### config.mk
export PLATFORM = sky130hd
export DESIGN_NAME = pwm_cfg_arbiter
export DESIGN_NICKNAME = d
export VERILOG_FILES = /design/src/rtl/pwm_cfg_pkg.sv /design/src/rtl/pwm_fade_seq.sv /design/src/rtl/pwm_cfg_arbiter.sv
export SDC_FILE = /design/constraint.sdc
export NUM_CORES = 1
export LEC_CHECK = 0
export ABC_AREA = 1
export BUFFER_PORTS_ARGS = -buffer_cell sky130_fd_sc_hd__buf_2
export CORE_ASPECT_RATIO = 1.75
export CORE_MARGIN = 2
export CORE_UTILIZATION = 45
export DETAILED_ROUTE_END_ITERATION = 10
export PLACE_DENSITY = 0.72
export SLEW_MARGIN = 20
export SYNTH_ARGS = -nofsm -noshare
export SYNTH_HDL_FRONTEND = slang
export SYNTH_HIERARCHICAL = 1
export SYNTH_SLANG_ARGS = --single-unit
### constraint.sdc
create_clock -name clk -period 2.93 [get_ports clk]
set_clock_uncertainty 0.15 [all_clocks]
set_input_delay 0.293 -clock clk [delete_from_list [all_inputs] [get_ports clk]]
set_output_delay 0.293 -clock clk [all_outputs]
set_load 0.05 [all_outputs]
### src/rtl/pwm_cfg_pkg.sv
// Shared constants for the PWM configuration bank: register map, reset values
// and the round-robin pointer encoding.
package pwm_cfg_pkg;

  localparam int unsigned REG_EN_OUT_LO = 0;
  localparam int unsigned REG_EN_OUT_HI = 1;
  localparam int unsigned REG_EN_PWM_LO = 2;
  localparam int unsigned REG_EN_PWM_HI = 3;
  localparam int unsigned REG_DUTY      = 4;
  localparam int unsigned REG_FADE_TGT  = 5;
  localparam int unsigned REG_FADE_CTRL = 6;

  localparam logic [7:0] RST_REG_VAL  = 8'h00;
  localparam logic       RST_FADE_EN  = 1'b0;
  localparam int unsigned FADE_EN_BIT = 0;

  typedef enum logic {
    RR_A = 1'b0,
    RR_B = 1'b1
  } rr_e;

endpackage

### src/rtl/pwm_fade_seq.sv
// Fade prescaler and step decision: on each prescaler wrap, requests one step
// of the duty register toward the target.
module pwm_fade_seq
  import pwm_cfg_pkg::*;
#(
  parameter int unsigned FADE_DIV = 1024
) (
  input  logic       clk,
  input  logic       reset,
  input  logic [7:0] duty_i,
  input  logic [7:0] target_i,
  input  logic       en_i,
  output logic       step_up_o,
  output logic       step_dn_o,
  output logic       busy_o
);

  localparam int unsigned CNT_W = (FADE_DIV > 2) ? $clog2(FADE_DIV) : 1;
  localparam logic [CNT_W-1:0] CNT_MAX = CNT_W'(FADE_DIV - 1);

  logic [CNT_W-1:0] cnt_q;
  logic [CNT_W-1:0] cnt_d;
  logic             wrap_s;

  // Prescaler next state and step decision; counter held at zero while disabled.
  always_comb begin
    wrap_s    = en_i && (cnt_q == CNT_MAX);
    cnt_d     = cnt_q;
    step_up_o = 1'b0;
    step_dn_o = 1'b0;
    if (!en_i) begin
      cnt_d = {CNT_W{1'b0}};
    end else if (wrap_s) begin
      cnt_d = {CNT_W{1'b0}};
    end else begin
      cnt_d = cnt_q + CNT_W'(1);
    end
    if (wrap_s && (duty_i < target_i)) begin
      step_up_o = 1'b1;
    end else if (wrap_s && (duty_i > target_i)) begin
      step_dn_o = 1'b1;
    end else begin
      step_up_o = 1'b0;
      step_dn_o = 1'b0;
    end
    busy_o = en_i && (duty_i != target_i);
  end

  // Prescaler register.
  always_ff @(posedge clk or posedge reset) begin
    if (reset) begin
      cnt_q <= {CNT_W{1'b0}};
    end else begin
      cnt_q <= cnt_d;
    end
  end

endmodule

### src/rtl/pwm_cfg_arbiter.sv
// PWM configuration register bank with a round-robin write arbiter between the
// SPI port (A) and the host port (B), plus a lowest-priority fade sequencer.
module pwm_cfg_arbiter
  import pwm_cfg_pkg::*;
#(
  parameter int unsigned FADE_DIV = 1024,
  parameter int unsigned ADDR_W   = 7
) (
  input  logic              clk,
  input  logic              reset,
  input  logic              a_valid,
  input  logic [ADDR_W-1:0] a_addr,
  input  logic [7:0]        a_data,
  output logic              a_ready,
  input  logic              b_valid,
  input  logic [ADDR_W-1:0] b_addr,
  input  logic [7:0]        b_data,
  output logic              b_ready,
  output logic [7:0]        en_reg_out_7_0,
  output logic [7:0]        en_reg_out_15_8,
  output logic [7:0]        en_reg_pwm_7_0,
  output logic [7:0]        en_reg_pwm_15_8,
  output logic [7:0]        pwm_duty_cycle,
  output logic              fade_busy,
  output logic              addr_err
);

  rr_e         rr_q, rr_d;
  logic        grant_a_s, grant_b_s, wr_en_s;
  logic [ADDR_W-1:0] wr_addr_s;
  logic [7:0]  wr_data_s;
  logic        step_up_s, step_dn_s, duty_wr_s;

  logic [7:0]  out_lo_q, out_lo_d, out_hi_q, out_hi_d;
  logic [7:0]  pwm_lo_q, pwm_lo_d, pwm_hi_q, pwm_hi_d;
  logic [7:0]  duty_q, duty_d, target_q, target_d;
  logic        fade_en_q, fade_en_d, addr_err_q, addr_err_d;

  // Round-robin grant; the pointer only moves when both ports contend.
  always_comb begin
    grant_a_s = 1'b0;
    grant_b_s = 1'b0;
    rr_d      = rr_q;
    if (reset) begin
      grant_a_s = 1'b0;
      grant_b_s = 1'b0;
    end else if (a_valid && b_valid) begin
      grant_a_s = (rr_q == RR_A);
      grant_b_s = (rr_q == RR_B);
      rr_d      = (rr_q == RR_A) ? RR_B : RR_A;
    end else begin
      grant_a_s = a_valid;
      grant_b_s = b_valid;
    end
    wr_en_s   = grant_a_s || grant_b_s;
    wr_addr_s = grant_a_s ? a_addr : b_addr;
    wr_data_s = grant_a_s ? a_data : b_data;
  end

  assign a_ready = grant_a_s;
  assign b_ready = grant_b_s;

  pwm_fade_seq #(
    .FADE_DIV (FADE_DIV)
  ) u_fade (
    .clk       (clk),
    .reset     (reset),
    .duty_i    (duty_q),
    .target_i  (target_q),
    .en_i      (fade_en_q),
    .step_up_o (step_up_s),
    .step_dn_o (step_dn_s),
    .busy_o    (fade_busy)
  );

  // Register bank next state; an external duty write overrides a coincident fade step.
  always_comb begin
    out_lo_d   = out_lo_q;
    out_hi_d   = out_hi_q;
    pwm_lo_d   = pwm_lo_q;
    pwm_hi_d   = pwm_hi_q;
    duty_d     = duty_q;
    target_d   = target_q;
    fade_en_d  = fade_en_q;
    addr_err_d = 1'b0;
    duty_wr_s  = 1'b0;
    if (wr_en_s) begin
      case (wr_addr_s)
        ADDR_W'(REG_EN_OUT_LO): out_lo_d = wr_data_s;
        ADDR_W'(REG_EN_OUT_HI): out_hi_d = wr_data_s;
        ADDR_W'(REG_EN_PWM_LO): pwm_lo_d = wr_data_s;
        ADDR_W'(REG_EN_PWM_HI): pwm_hi_d = wr_data_s;
        ADDR_W'(REG_DUTY): begin
          duty_d    = wr_data_s;
          duty_wr_s = 1'b1;
        end
        ADDR_W'(REG_FADE_TGT):  target_d  = wr_data_s;
        ADDR_W'(REG_FADE_CTRL): fade_en_d = wr_data_s[FADE_EN_BIT];
        default:                addr_err_d = 1'b1;
      endcase
    end else begin
      addr_err_d = 1'b0;
    end
    if (!duty_wr_s && step_up_s) begin
      duty_d = duty_q + 8'd1;
    end else if (!duty_wr_s && step_dn_s) begin
      duty_d = duty_q - 8'd1;
    end else begin
      duty_wr_s = duty_wr_s;
    end
  end

  // Bank, fade control and arbiter pointer registers.
  always_ff @(posedge clk or posedge reset) begin
    if (reset) begin
      rr_q       <= RR_A;
      out_lo_q   <= RST_REG_VAL;
      out_hi_q   <= RST_REG_VAL;
      pwm_lo_q   <= RST_REG_VAL;
      pwm_hi_q   <= RST_REG_VAL;
      duty_q     <= RST_REG_VAL;
      target_q   <= RST_REG_VAL;
      fade_en_q  <= RST_FADE_EN;
      addr_err_q <= 1'b0;
    end else begin
      rr_q       <= rr_d;
      out_lo_q   <= out_lo_d;
      out_hi_q   <= out_hi_d;
      pwm_lo_q   <= pwm_lo_d;
      pwm_hi_q   <= pwm_hi_d;
      duty_q     <= duty_d;
      target_q   <= target_d;
      fade_en_q  <= fade_en_d;
      addr_err_q <= addr_err_d;
    end
  end

  assign en_reg_out_7_0  = out_lo_q;
  assign en_reg_out_15_8 = out_hi_q;
  assign en_reg_pwm_7_0  = pwm_lo_q;
  assign en_reg_pwm_15_8 = pwm_hi_q;
  assign pwm_duty_cycle  = duty_q;
  assign addr_err        = addr_err_q;

endmodule

# --- After elaboration in Yosys (flattened, before gate mapping) ---
# Cells that the tools add are included.
word_totals:
  latch_bits: 0
  rom_bits: 0
  ramBits: 0
  elab_cells: 66
  reg_bits: 61
  in_bits: 34
  memories: 0
classes:
  reduce_logical: 21
  mul: 0
  magnitude_cmp: 2
  div: 0
  n_eq_ne: 8
  add_sub_neg: 3
  shifts: 0
  n_mux: 20
  n_bitwise: 2
op_table:
  columns: ["op", "count"]
  rows:
  - ["$mux W8", 5]
  - ["$eq A7 B3 Y1 const B", 3]
  - ["$mux W10", 2]
  - ["$reduce_and A2 Y1", 8]
  - ["$eq A7 B2 Y1 const B", 2]
  - ["$mux W1", 12]
  - ["$add A10 B1 Y10 const B", 1]
  - ["$eq A10 B10 Y1 const B", 1]
  - ["$add A8 B1 Y8 const B", 1]
  - ["$gt A8 B8 Y1", 1]
  - ["$lt A8 B8 Y1", 1]
  - ["$ne A8 B8 Y1", 1]
  - ["$sub A8 B1 Y8 const B", 1]
  - ["$eq A7 B1 Y1 const B", 1]
  - ["$logic_and A1 B1 Y1", 7]
  - ["$logic_not A7 Y1", 1]
  - ["$mux W7", 1]
  - ["$reduce_or A7 Y1", 1]
  - ["$reduce_bool A3 Y1", 2]
  - ["$not A1 Y1", 2]
  - ["$logic_not A1 Y1", 1]
  - ["$logic_or A1 B1 Y1", 1]

# --- Depth between registers and ports, before layout ---
depth:
  word_depth: 11
  mapped_depth: 18
  ltp_nobuf: 17

# --- By module ---
# The synthesis kept the hierarchy.
by_module_without_submodules:
  columns: ["module", "cells_each", "seq_area_each_um2", "area_each_um2", "instances"]
  rows:
  - ["pwm_cfg_arbiter", 324, 1276.2, 2717.6, 1]
  - ["pwm_fade_seq", 109, 250.2, 792.0, 1]

# --- Worst setup path before layout ---
# OpenSTA, ideal clock, no wires.
synth_path:
  path_type: "in2reg"
  startpoint: "in reset"
  endpoint: "reg pwm_hi_q[0], in the netlist en_reg_pwm_15_8[0]"
  setup_slack_ns: 0.286
  arrival_time_ns: 2.375
  stages: 12
  setup_time_ns: 0.119
  cell_sequence: "inv_2 -> nand2_2 -> nor2_4 -> nand2_2 -> nand2_2 -> inv_2 -> nor2_2 -> nand2_2 -> nor2_8 -> buf_6 -> nand2_1 -> o21a_1"
synth_via:
  elab_chain_cells: 4
synth_lines:
  columns: ["element", "line", "rtl"]
  rows:
  - ["start: declaration", "pwm_cfg_arbiter.sv:10", "input logic reset,"]
  - ["$mux W1 *", "pwm_cfg_arbiter.sv:44", "if (reset) begin"]
  - ["via a_ready", "pwm_cfg_arbiter.sv:14", "output logic a_ready,"]
  - ["$mux W7", "pwm_cfg_arbiter.sv:56", "wr_addr_s = grant_a_s ? a_addr : b_addr;"]
  - ["$eq A7 B2 Y1", "pwm_cfg_arbiter.sv:88", "case (wr_addr_s)"]
  - ["$reduce_and A2 Y1 (no line)", null, null]
  - ["end signal: assignment", "pwm_cfg_arbiter.sv:130", "pwm_hi_q <= pwm_hi_d;"]
  - ["end: declaration", "pwm_cfg_arbiter.sv:35", "logic [7:0] pwm_lo_q, pwm_lo_d, pwm_hi_q, pwm_hi_d;"]
# Mark *: on every way through the listed nets, which the timed path passes. The rest lies on a longest branch.
# A chain may end at the register's enable or synchronous reset.

# --- Final worst setup path ---
layout_path:
  startpoint: "in reset"
  endpoint: "reg duty_q[3], in the netlist pwm_duty_cycle[3]"
layout_via:
  elab_chain_cells: 9
layout_lines:
  columns: ["element", "line", "rtl"]
  rows:
  - ["$mux W1", "pwm_cfg_arbiter.sv:44", null]
  - ["$mux W7", "pwm_cfg_arbiter.sv:56", null]
  - ["$eq A7 B3 Y1", "pwm_cfg_arbiter.sv:88", null]
  - ["$mux W1", "pwm_cfg_arbiter.sv:88", null]
  - ["$mux W1", "pwm_cfg_arbiter.sv:87", "if (wr_en_s) begin"]
  - ["$logic_not A1 Y1", "pwm_cfg_arbiter.sv:104, pwm_cfg_arbiter.sv:106", null]
  - ["$logic_and A1 B1 Y1, on equally long branches", "pwm_cfg_arbiter.sv:104, pwm_cfg_arbiter.sv:106", null]
  - ["$reduce_bool A3 Y1 (no line) / $mux W8 (equally long branches)", null, null]
  - ["$reduce_and A2 Y1 (no line) / $mux W8 (equally long branches)", null, null]
  - ["end signal: assignment", "pwm_cfg_arbiter.sv:131", "duty_q <= duty_d;"]
  - ["end: declaration", "pwm_cfg_arbiter.sv:36", "logic [7:0] duty_q, duty_d, target_q, target_d;"]
# Several ways; a longest one is shown, not always the timed one. The select of a mux whose other input is x is not followed.

==> out/results.tsv <==
metric	value	unit
clkSinkCount	61	
layout.nets	560	
coreArea	7567	µm²
hpwl	6565	µm
area_delta_synth_final	21.39	%
grt_max_degree	47	
cap_violations	0	
drv_slew	0	
vias	3131	
design_area	4260	µm²
setup_tns	0	ps
max-vdd-ir-drop	598.6	µV
yosys_warnings	6	
clk_latency	320	ps
drive_gt1_frac	0.2519	
synthDominantCellAreaShare	0.4349	
register_area	1526	µm²
overflow	0	
clkSlewWorstSetupHoldPaths	60	ps
grt_pass1_wl	14040	µm
syn_avg_cell_area	8.105	µm²
synth.largest_area_cell	dfrtp_1	
grt_pass1_vias	3002	
power.density	725.1	nW/µm²
maxSlewHeadroom	0.5136	
syn_nets	478	
max_freq	0.3839	GHz
dieArea	8550	µm²
final_hold_viol_count	0	
initial_core_util	0.4638	
syn_area	3510	µm²
first_iter_violations	139	
r2r_start	pwm_duty_cycle[2]	
hold_start	b_valid	
route.detailed.wl_per_inst	14.06	µm
cp-startpoint	reset	
grt_setup_unrepaired	false	
hold_slack	110.8	ps
dieWidth	70.76	µm
crit_type	in2reg	
gp_congestion	0.8702	
grt_use_total	0.2110	
worstPathArrival	2670	ps
syn_inst	433	
die_h	120.8	µm
ys_ff_latch	61	
end_kind	flop	
antenna_found_initial	0	
ys_seq_area_frac	0.4349	
place_area	3955	µm²
cts-root-buf	clkbuf_16	
top_level_ports	78	
fillers	713	
power.leakage	2.261	nW
yosys-top-cells-area	dfrtp_1, nand2_1, inv_1	
port_buffers	77	
drt-total-wl	8551	µm
finalPower	3.089	mW
cp_data_required_time	3000	ps
vias_per_cell	5.150	
status	completed	
final_antenna_net_count	0	
h-tree-depth	3	
multi_input_area	1700	µm²
mostFrequentLayoutCells	nand2_1, buf_2, dfrtp_1	
first_pass_iters	5	
drc	0	
cp-start-kind	primary input	
cts_tree	yes	
critPathMaxFanout	19	
cts_buffers	9	
min_period	2605	ps
diodes	0	
rows	42	
holdCritPathClass	in2reg	
clockBufferDepth	2	
post-route-period-util	0.8890	
final_common_cell	nand2_1	
tightestPinTransition	709.3	ps
yosysUniqueCellTypes	37	
setup_viol	0	
path summary, 6_finish.rpt:
| check | depth (start not counted) | slack [ps] | to |
|---|---|---|---|
| hold reg to reg | 2 | 330 | target_q[6] |
| max in group asynchronous | 4 | 1500 | en_reg_pwm_7_0[0] |
| setup reg to reg | 13 | 360 | pwm_duty_cycle[3] |
| min in group asynchronous | 3 | 320 | en_reg_pwm_15_8[4] |
| setup / recovery | 12 | 330 | pwm_duty_cycle[3] |
| hold / removal | 3 | 110 | rr_q |
sequential cells by signal (all words and copies together) (netlist names):
| signal | count |
|---|---|
| addr_err | 1 |
| fade_en_q | 1 |
| u_fade/cnt_q | 10 |
| en_reg_out_7_0 | 8 |
| pwm_duty_cycle | 8 |
| en_reg_out_15_8 | 8 |
| target_q | 8 |
| rr_q | 1 |
| en_reg_pwm_7_0 | 8 |
| en_reg_pwm_15_8 | 8 |
power breakdown:
group | total (mW) | switching (mW) | internal [mW]
logic | 1.00 | 0.725 | 0.275
registers | 1.08 | 0.110 | 0.966
clock network | 1.01 | 0.387 | 0.626
total | 3.09 | 1.22 | 1.87
through the flow:
stage / std cells / util / setup WS, ps
detailed placement: 591 / 0.5227 / 404.3
floorplan: 433 / - / 286.1
global route: 608 / 0.5630 / 75.69
global placement: 591 / 0.5227 / 459.0
CTS: 608 / 0.5630 / 313.6
finish: 608 / 0.5630 / 325.3
per-layer routing:
metal | track usage | up-vias | part of all wire
li1 | - | 1554 | -
met1 | 0.2397 | 1492 | 0.40
met2 | 0.3744 | 69 | 0.54
met3 | 0.04000 | 16 | 0.033
met4 | 0.09906 | 0 | 0.026
met5 | 0 | - | 0
cell type report:
cell class | count | share of cell area
clock buffer | 11 | 0.05932
inverter | 56 | 0.04934
clock inverter | 5 | 0.009985
sequential | 61 | 0.3583
multi-input combinational | 306 | 0.3991
tap | 88 | 0.02584
timing repair buffer | 81 | 0.09809
repair_timing:
| action | CTS | global route |
|---|---|---|
| hold endpoints to repair | 15 | 0 |
| hold buffers | 1 | 0 |
| buffers inserted | 0 | 0 |
| resized for setup | 0 | 0 |
logic make-up after synthesis:
kind of cell               count (synthesis)  share of synthesized area
buffers and inverters                     66                    0.08057
adders and majority gates                 11                    0.03922
DFF                                       61                     0.4349
xor gates and xnor gates                  15                    0.03743
AOI/OAI and AO/OA                         57                    0.09341
and+or+nand+nor                          220                     0.3059
muxes                                      3                   0.008556
cells in the mapped netlist, drive strengths merged:
| cell type | instances |
|---|---|
| ha | 11 |
| a211oi | 1 |
| or2 | 1 |
| nand4 | 14 |
| nor3 | 6 |
| mux2i | 3 |
| o311a | 1 |
| dfrtp | 61 |
| inv | 56 |
| and2 | 7 |
| nor2 | 45 |
| clkbuf | 1 |
| a21oi | 6 |
| buf | 9 |
| nand3b | 2 |
| nand2 | 118 |
| xnor2 | 2 |
| a21o | 1 |
| o21a | 8 |
| o21ai | 38 |
| xor2 | 13 |
| nand3 | 27 |
| o211ai | 2 |
worst max-delay path, cell delays in order:
cell           delay [ps]
dlygate4sd3_1         530
buf_2                 160
inv_2                 160
nand3_2               300
nor2_1                270
nor2_4                 80
nor2_2                210
nand2_4               170
nand3_2               210
o21ai_0               110
nor2_1                120
nor2_1                 40
No activity file was read; power rests on OpenSTA's default activity.
